## src/rtl/tmds_decoder.sv

```systemverilog
// TMDS receive decoder for one DVI channel: word alignment plus 10b->8b/control decode.
// Latency: 2 clk_pixel edges from the in_raw word holding the symbol's bit 0 to the out_* registers.
// Backpressure: none; one symbol per cycle, always accepted. Alignment slips are silent and never stall.
//
// Ports:
//   clk_pixel  in   pixel clock, all logic on the rising edge
//   resetn     in   asynchronous active-low reset
//   in_raw     in   [9:0] deserialized bits, in_raw[0] received first, any word alignment
//   out_data   out  [7:0] decoded pixel byte (0 during control periods or while unlocked)
//   out_c      out  [1:0] last control value {C1,C0} (channel 0: {vsync,hsync})
//   out_de     out  data enable, 1 = out_data valid
//   locked     out  symbol alignment established
//   slip       out  [3:0] bit offset of the symbol inside the 20-bit history, 0..9

module tmds_decoder #(
   parameter int unsigned C_lock_count    = 64,
   parameter int unsigned C_search_window = 4096,
   parameter int unsigned C_loss_window   = 2048
) (
   input  logic       clk_pixel,
   input  logic       resetn,
   input  logic [9:0] in_raw,
   output logic [7:0] out_data,
   output logic [1:0] out_c,
   output logic       out_de,
   output logic       locked,
   output logic [3:0] slip
);

   // Counter widths. The run counter must be able to hold C_lock_count itself.
   localparam int RUN_W = $clog2(C_lock_count + 1);
   localparam int TMR_W = (C_search_window > 1) ? $clog2(C_search_window) : 1;
   localparam int GAP_W = (C_loss_window > 1) ? $clog2(C_loss_window) : 1;

   localparam logic [RUN_W-1:0] RUN_MAX  = RUN_W'(C_lock_count);
   localparam logic [RUN_W-1:0] RUN_LAST = RUN_W'(C_lock_count - 1);
   localparam logic [TMR_W-1:0] TMR_LAST = TMR_W'(C_search_window - 1);
   localparam logic [GAP_W-1:0] GAP_LAST = GAP_W'(C_loss_window - 1);

   localparam logic [0:0] ST_SEARCH = 1'b0;
   localparam logic [0:0] ST_LOCKED = 1'b1;

   // DVI control tokens, written q[9:0].
   localparam logic [9:0] TOK_C00 = 10'b1101010100;
   localparam logic [9:0] TOK_C01 = 10'b0010101011;
   localparam logic [9:0] TOK_C10 = 10'b0101010100;
   localparam logic [9:0] TOK_C11 = 10'b1010101011;

   // ------------------------------------------------------------------
   // State
   // ------------------------------------------------------------------
   logic [9:0]       r0_q, r1_q;
   logic [0:0]       state_q, state_d;
   logic [3:0]       slip_q, slip_d;
   logic [RUN_W-1:0] run_q, run_d;
   logic [TMR_W-1:0] tmr_q, tmr_d;
   logic [GAP_W-1:0] gap_q, gap_d;
   logic [1:0]       c_last_q, c_last_d;
   logic [7:0]       out_data_q, out_data_d;
   logic [1:0]       out_c_q, out_c_d;
   logic             out_de_q, out_de_d;

   // ------------------------------------------------------------------
   // Symbol extraction: r1 is the older word, so it occupies the low half
   // of the history and an offset k borrows k bits from the newer word r0.
   // ------------------------------------------------------------------
   logic [19:0] hist;
   logic [9:0]  sym;
   logic [3:0]  slip_inc;

   assign hist     = {r0_q, r1_q};
   assign sym      = 10'(hist >> slip_q);
   assign slip_inc = (slip_q == 4'd9) ? 4'd0 : slip_q + 4'd1;

   // ------------------------------------------------------------------
   // Token detection
   // ------------------------------------------------------------------
   logic       is_ctl;
   logic [1:0] tok_val;

   always_comb begin
      is_ctl  = 1'b1;
      tok_val = 2'b00;
      case (sym)
         TOK_C00: tok_val = 2'b00;
         TOK_C01: tok_val = 2'b01;
         TOK_C10: tok_val = 2'b10;
         TOK_C11: tok_val = 2'b11;
         default: is_ctl  = 1'b0;
      endcase
   end

   // ------------------------------------------------------------------
   // Data decode. q[9] says the low byte was inverted for DC balance;
   // q[8] says the transition-minimising stage used XOR (1) or XNOR (0).
   // Anything that is not one of the four tokens decodes as data, so
   // TERC4 and guard bands come out as pixel bytes.
   // ------------------------------------------------------------------
   logic [7:0] dat_v;
   logic [7:0] dat_d;

   always_comb begin
      dat_v    = sym[9] ? ~sym[7:0] : sym[7:0];
      dat_d    = 8'h00;
      dat_d[0] = dat_v[0];
      for (int i = 1; i < 8; i++) begin
         dat_d[i] = sym[8] ? (dat_v[i] ^ dat_v[i-1]) : ~(dat_v[i] ^ dat_v[i-1]);
      end
   end

   // ------------------------------------------------------------------
   // Alignment FSM
   // ------------------------------------------------------------------
   always_comb begin
      state_d = state_q;
      slip_d  = slip_q;
      run_d   = run_q;
      tmr_d   = tmr_q;
      gap_d   = gap_q;

      case (state_q)
         ST_SEARCH: begin
            // Run counts only back-to-back tokens at the current offset.
            if (is_ctl) begin
               run_d = (run_q == RUN_MAX) ? run_q : run_q + RUN_W'(1);
            end else begin
               run_d = '0;
            end
            tmr_d = (tmr_q == TMR_LAST) ? tmr_q : tmr_q + TMR_W'(1);

            // Lock wins over a slip that would fall on the same edge.
            if (is_ctl && (run_q >= RUN_LAST)) begin
               state_d = ST_LOCKED;
               run_d   = '0;
               tmr_d   = '0;
               gap_d   = '0;
            end else if (tmr_q == TMR_LAST) begin
               slip_d = slip_inc;
               run_d  = '0;
               tmr_d  = '0;
            end
         end

         default: begin // ST_LOCKED
            if (is_ctl) begin
               gap_d = '0;
            end else if (gap_q == GAP_LAST) begin
               // Too long without blanking: assume we are mis-aligned and
               // resume searching from the next offset.
               state_d = ST_SEARCH;
               slip_d  = slip_inc;
               run_d   = '0;
               tmr_d   = '0;
               gap_d   = '0;
            end else begin
               gap_d = gap_q + GAP_W'(1);
            end
         end
      endcase
   end

   // ------------------------------------------------------------------
   // Output stage. Gating follows the next state so outputs open on the
   // very edge that declares lock and close on the edge that drops it.
   // ------------------------------------------------------------------
   always_comb begin
      c_last_d   = is_ctl ? tok_val : c_last_q;
      out_de_d   = 1'b0;
      out_data_d = 8'h00;
      out_c_d    = 2'b00;
      if (state_d == ST_LOCKED) begin
         out_de_d   = ~is_ctl;
         out_data_d = is_ctl ? 8'h00 : dat_d;
         out_c_d    = c_last_d;
      end
   end

   always_ff @(posedge clk_pixel or negedge resetn) begin
      if (!resetn) begin
         r0_q       <= '0;
         r1_q       <= '0;
         state_q    <= ST_SEARCH;
         slip_q     <= '0;
         run_q      <= '0;
         tmr_q      <= '0;
         gap_q      <= '0;
         c_last_q   <= '0;
         out_data_q <= '0;
         out_c_q    <= '0;
         out_de_q   <= 1'b0;
      end else begin
         r0_q       <= in_raw;
         r1_q       <= r0_q;
         state_q    <= state_d;
         slip_q     <= slip_d;
         run_q      <= run_d;
         tmr_q      <= tmr_d;
         gap_q      <= gap_d;
         c_last_q   <= c_last_d;
         out_data_q <= out_data_d;
         out_c_q    <= out_c_d;
         out_de_q   <= out_de_d;
      end
   end

   assign out_data = out_data_q;
   assign out_c    = out_c_q;
   assign out_de   = out_de_q;
   assign locked   = (state_q == ST_LOCKED);
   assign slip     = slip_q;

endmodule

```

## config.mk

```make
export PLATFORM = sky130hd
export DESIGN_NAME = tmds_decoder
export DESIGN_NICKNAME = d
export VERILOG_FILES = /design/src/rtl/tmds_decoder.sv
export SDC_FILE = /design/constraint.sdc
export NUM_CORES = 1
export LEC_CHECK = 0
export BUFFER_PORTS_ARGS = -buffer_cell sky130_fd_sc_hd__buf_2
export CAP_MARGIN = 25
export CORE_MARGIN = 8
export CORE_UTILIZATION = 55
export DETAILED_ROUTE_END_ITERATION = 10
export PLACE_DENSITY = 0.81
export RECOVER_POWER = 25
export SYNTH_ARGS = -nofsm -noshare
export SYNTH_HDL_FRONTEND = slang
export SYNTH_SLANG_ARGS = --single-unit
export TNS_END_PERCENT = 20
```

## constraint.sdc

```tcl
create_clock -name clk_pixel -period 4.55 [get_ports clk_pixel]
set_input_delay 0.6825 -clock clk_pixel [delete_from_list [all_inputs] [get_ports clk_pixel]]
set_output_delay 0.6825 -clock clk_pixel [all_outputs]
set_load 0.02 [all_outputs]
```

==> summary.md, run 1 <==
| Metric | Value |
|---|---|
| Tot GR Track Use | 0.1602 |
| N_diodes | 0 |
| Total grt overflow | 0 |
| Largest net degree at the start of global routing | 41 |
| Core footprint | 6681 µm² |
| CTS HTree Levels | 3 |
| Setup TNS Final | 0 ps |
| Post-Syn Area | ~3700 µm² |
| Clk_lat worst skew | 340 ps |
| Post-synth ARST share | 1.000 |
| Synth area leader | dfrtp_1 |
| Outcome | completed |
| Top cell type's share of synthesized area | 0.4553 |
| Post-Synthesis Cells | roughly 350 |
| Ports | 28 |
| Initial antenna violation count | 0 |
| DRC violations left | 0 |
| Rows | 30 |
| Layout area overhead | 11.28% |
| Die Area | 9688 µm² |
| Reg2Reg Depth | 12 |
| Via count | around 2,800 |
| Reg clk slew, reported paths | 70 ps |
| Tcrit/Tclk final | 0.8565 |
| Dpl hpwl | ~5400 µm |
| Die X | 98.43 µm |
| Final Hold Fails | 0 |
| FMAX | 0.2566 GHz |
| RSZ-0062 raised after global routing | no |
| Max-slew violation count | 0 |
| WP data arrival | approximately 4000 ps |
| First-pass GRT wire length | approximately 13,000 µm |
| DRT antenna net count | 0 |
| Detailed Route Iter0 Violations | about 200 |
| Syn_nets | roughly 380 |
| Power per cell area | between 200 and 300 nW/µm² |
| Register area | 1702 µm² |
| CP Max Fanout | 16 |
| Post-synthesis sequential element count | between 60 and 70 |
| Min Tclk post-route | ~3900 ps |
| Detailed-route wire length per cell | ~16 µm |
| Starting density of the core | 0.5594 |
| Syn_area_per_cell | around 11 µm² |
| Worst EP required | between 4000 and 5000 ps |
| Final wirelength | ~7400 µm |
| CTS tree | done |
| Hold path depth | 0 |
| Hold_ws | around 420 ps |
| Max_slew headroom | 0.01385 |
| Setup Buffers After CTS | 0 |
| CP Class | reg2reg |
| Fill cells | 560 |
| Worst Tran Pin Value | 1479 ps |
| Leak | around 1.9 nW |
| Yosys warns | 0 |
| Share of cells above drive strength 1 | 0.1990 |
| Fin nets | about 410 |
| Distinct cells, synth | 56 |
| CP Capture Type | flip-flop |
| Clock root buffer | clkbuf_8 |
| Vias/cell | roughly 6 |
| Cts hold-fix bufs | 0 |
| Peak supply drop | 206.7 µV |
| Maxcap violations | 0 |
| Vias in the first global route | between 2,000 and 3,000 |
| Post-synthesis sequential area ratio | 0.4553 |
| CTS Buf Count | 9 |
| PostCTS Resize Cnt | 0 |
| Area contributors post-synth | dfrtp_1 (46%), mux2i_1 (5.9%), mux4_2 (4.2%), ha_1 (4.0%), xnor2_1 (2.8%) |
| Number of synthesized flops with an enable pin | 0 |
| Die H | between 90 and 100 µm |
| Clock Skew | roughly 8.2 ps |
| Most common library cells after synthesis | dfrtp_1 (68), nand2_1 (24), mux2i_1 (22), nor2_1 (22), o21ai_0 (20) |
| IO Port Bufs | 27 |
| Max Buffers Root-to-Sink | 2 |
| HP Class | reg2reg |
| Ys flop type | dfrtp_1 |
| First-pass DRT Iterations | 4 |
| TritonCTS Sinks | 68 |
| Multi-input gate area | between 1500 and 2000 µm² |
| Count leader, synth | dfrtp_1 |
| Placer Congestion | 0.9006 |
| Startpoint Class | flip-flop |
| Finish-stage setup viols | 0 |
[layer usage]
layer | global-route usage | up-vias | share of wire
met5 | 0 | - | 0
met4 | 0.05785 | 0 | 0.017
met3 | 0.04651 | 12 | 0.054
met2 | 0.2470 | 77 | 0.45
met1 | 0.2094 | 1334 | 0.48
li1 | - | 1328 | -
[path summary, 6_finish.rpt]
check / startpoint / endpoint / slack (ps)
worst max-delay path: slip[1] / gap_q[9] / 650
worst min-delay path: r0_q[0] / r1_q[0] / 420
worst max register to register: slip[1] / gap_q[9] / 650
worst min register to register: r0_q[0] / r1_q[0] / 420
max in group asynchronous: resetn / out_data[6] / 2620
min in group asynchronous: resetn / run_q[6] / 690
[through the flow]
step	setup WS [ps]	instances	instance area [µm²]	utilization	total power [W]
2_1_floorplan	1109	352	3737	-	0.0006760
3_3_place_gp	764.9	451	3943	0.5901	0.0007040
3_5_place_dp	699.0	451	3943	0.5901	0.0007060
4_1_cts	665.5	467	4160	0.6227	0.001245
5_1_grt	350.6	467	4159	0.6225	0.001282
6_report	653.0	467	4159	0.6225	0.001234
[cells in the final DEF, fill, tap and decap left out, types with 9 or more instances in the layout]
master    instances
dfrtp_1          68
nand2_1          24
mux2i_1          22
inv_1            15
xnor2_1          12
mux2_2            9
nand3_1          10
clkbuf_8         10
o21ai_0          20
a21oi_1          19
and3_1           10
buf_2            26
nor2_1           22
ha_1             12
a22o_1            9
[where the power goes]
part           internal, W  switching [W]
clock network     0.000323       0.000217
logic            0.0000310      0.0000392
registers         0.000615     0.00000887
total             0.000969       0.000265
[registers in the layout, indices dropped and copies added (netlist names)]
register,flops
tmr_q,12
gap_q,11
out_data,8
r0_q,10
r1_q,10
locked,1
out_c,2
slip,4
run_q,7
out_de,1
c_last_q,2
[cell families after synthesis]
logic type | share of synthesized area
AND/OR/NAND/NOR | 0.1393
AO/OA/AOI/OAI | 0.1486
flip-flops | 0.4553
multiplexers | 0.1399
buffers and inverters | 0.03917
XOR/XNOR | 0.03749
adder cells (fa/ha/maj) | 0.04017
[worst max-delay path, stage by stage (launching register included)]
cell and delay [ps]:
dfrtp_1 780, buf_4 340, mux2_2 370, o21ai_0 180, a21oi_1 100, o21ai_0 370, ha_1 230, and4_1 270
mux2_4 240, a21oi_2 110, buf_4 230, o41ai_1 440, a21oi_1 110
[area by class of cell]
cell class                 count  area share
multi-input combinational    252      0.4543
sequential                    68      0.4091
timing repair buffer          34     0.04483
clock buffer                  12     0.03490
tap                           80     0.02407
clock inverter                 4     0.01745
inverter                      17     0.01534
Note: power is estimated with default switching activity, not from simulation.
==> inputs of run 2 (changes only) <==
Settings changed: CORE_UTILIZATION 55 to 54, PLACE_DENSITY 0.81 to 0.83.
Clock period 4.55 ns to 3.44 ns, I/O delays scaled along.
==> run 2 against run 1 <==
Clock skew up 0.67 ps; cell count is 3.2% higher; utilization is 1.2 points higher; register-to-register slack got worse by 550 ps; total power up 29%; critical path type unchanged.
==> summary.md, run 2 (same netlist as run 1, synthesis figures left out) <==
| Metric | Value |
|---|---|
| Final Hold Fails | 0 (unchanged) |
| Outcome | completed |
| Total grt overflow | 0 (unchanged) |
| Ports | 28 (unchanged) |
| Max Buffers Root-to-Sink | 2 (unchanged) |
| Initial antenna violation count | 0 (unchanged) |
| N_diodes | 0 (unchanged) |
| Dpl hpwl | 5449 µm (+1.2%) |
| Die H | 99.19 µm (+0.77%) |
| DRT antenna net count | 0 (unchanged) |
| Most flops, register | tmr_q |
| Final wirelength | 7536 µm (+1.6%) |
| Largest registers | tmr_q (12), gap_q (11) |
| CTS Buf Count | 9 (unchanged) |
| Layout area overhead | 14.73% |
| Power per cell area | 372.1 nW/µm² (+25%) |
| Startpoint Class | flip-flop |
| CP Max Fanout | 17 (+1) |
| Fin nets | 421 (+3.7%) |
| Share of cells above drive strength 1 | 0.2438 (+0.04481) |
| Finish-stage setup viols | 0 (unchanged) |
| Clk_lat worst skew | 340 ps (about the same) |
| Overall Power | 0.001595 W (+29%) |
| Cts hold-fix bufs | 0 (unchanged) |
| TritonCTS Sinks | 68 (unchanged) |
| Clock root buffer | clkbuf_8 |
| Max_slew headroom | 0.2523 (+0.2384) |
| Most frequent cells in the layout | dfrtp_1 (66), buf_2 (26), nand2_1 (24) |
| Hold_ws | 276.4 ps (-138.9 ps) |
| CP Class | reg2reg |
| WP data arrival | 3570 ps (-540 ps) |
| Core footprint | 6756 µm² (+1.1%) |
| FMAX | 0.2994 GHz (+17%) |
| Starting density of the core | 0.5531 (-0.006215) |
| Clock Skew | 8.828 ps (+0.6667 ps) |
| Largest net degree at the start of global routing | 47 (+15%) |
| Vias/cell | 5.747 (-2.4%) |
| Via count | 2,770 (+0.69%) |
| First-pass GRT wire length | 12,680 µm (+0.88%) |
| HP Class | in2reg |
| Bufs and invs on worst path | 2 (unchanged) |
| Placed Area | 4003 µm² (+1.5%) |
| Max reg flops | 12 (unchanged) |
| CP max-delay cell | mux4_2 |
| IO Port Bufs | 27 (unchanged) |
| Worst EP required | 3670 ps (-1090 ps) |
| Min Tclk post-route | 3340 ps (-557.4 ps) |
| Max-slew violation count | 0 (unchanged) |
| Design Area, Final | 4288 µm² (+3.1%) |
| CP dominant cell by count | mux2_2 |
| Vias in the first global route | 2,625 (-0.94%) |
| Tcrit/Tclk final | 0.9708 (+0.1143) |
| Final cell utilization of the core | 0.6346 (+0.01216) |
| Maxcap violations | 0 (unchanged) |
| Setup TNS Final | 0 ps (unchanged) |
| Worst Tran Pin Value | 1122 ps (-357.6 ps) |
| Placer Congestion | 0.8966 (-0.44%) |
| Rows | 30 (unchanged) |
| DRC violations left | 0 (unchanged) |
| Commonest non-fill, non-tap cell in the layout | dfrtp_1 |
| Die Area | 9839 µm² (+1.6%) |
| Slowest stage delay, CP | 530 ps (-250 ps) |
| Detailed-route wire length per cell | 15.63 µm (-1.6%) |
| Fill cells | 516 (-7.9%) |
| Die X | 99.19 µm (+0.77%) |
| Peak supply drop | 321.7 µV (+56%) |
| Detailed Route Iter0 Violations | 157 (-22%) |
| First-pass DRT Iterations | 4 (unchanged) |
| CP Capture Type | flip-flop |
| Crit-path cells | clkbuf_4 > mux2_2 > mux2_2 > mux4_2 > ha_1 > and4_2 > mux2_4 > a21oi_4 > buf_6 > nor2_1 > and2_1 |
| CTS HTree Levels | 3 (unchanged) |
| Reg clk slew, reported paths | 80 ps (about the same) |
| Critical path's top delay family | multiplexers |
| Tot GR Track Use | 0.1603 (about the same) |
| Leak | 1.980 nW (+3.9%) |
| CTS tree | done |
[run 2: cell type report]
type	instances	area, µm²	area share
well taps	80	100.1	0.02334
multi-input cells	252	1906	0.4444
inverters	17	63.81	0.01488
flip-flops and latches	68	1704	0.3974
clock inverters	5	60.06	0.01401
clock buffers	11	151.4	0.03531
repair buffers	49	302.8	0.07062
[run 2: report_power, final]
| part | switching [W] | internal, W | total, W |
|---|---|---|---|
| clock | 0.000301 | 0.000375 | 0.000677 |
| combinational | 0.0000522 | 0.0000421 | 0.0000944 |
| sequential | 0.0000113 | 0.000813 | 0.000824 |
[run 2: worst reg2reg max path, stage by stage, from the launching register on]
cell	delay (ps)
dfrtp_2	410
clkbuf_4	190
mux2_2	350
mux2_2	280
mux4_2	530
ha_1	220
and4_2	250
mux2_4	310
a21oi_4	230
buf_6	200
nor2_1	90
and2_1	170
[run 2: what timing repair did]
item	CTS	global route
endpoints found under the setup margin	2	16
gates cloned	0	0
resized for setup	1	7
buffers inserted	0	7
[run 2: stage by stage]
stage | setup WS (ps) | std cells
6_report | 100.5 | 482
3_5_place_dp | 18.67 | 459
2_1_floorplan | 48.01 | 352
4_1_cts | 110.7 | 475
3_3_place_gp | 142.4 | 459
5_1_grt | -20.29 | 482
[run 2: final timing paths]
path / cells after the start / startpoint / endpoint / slack (ps)
max reg2reg: 11 / slip[1] / out_c[0] / 100
min reg2reg: 0 / r0_q[1] / r1_q[1] / 410
min in group asynchronous: 1 / resetn / slip[1] / 370
min: 1 / in_raw[8] / r0_q[8] / 280
max: 11 / slip[1] / out_c[0] / 100
max in group asynchronous: 2 / resetn / out_data[7] / 1890
[run 2: metal layers]
layer,track usage,routed length (µm),vias to the layer above
met1,0.2071,3563,1349
met5,0,0,-
met3,0.03352,274,12
li1,-,-,1357
met2,0.2510,3569,52
met4,0.07683,129,0
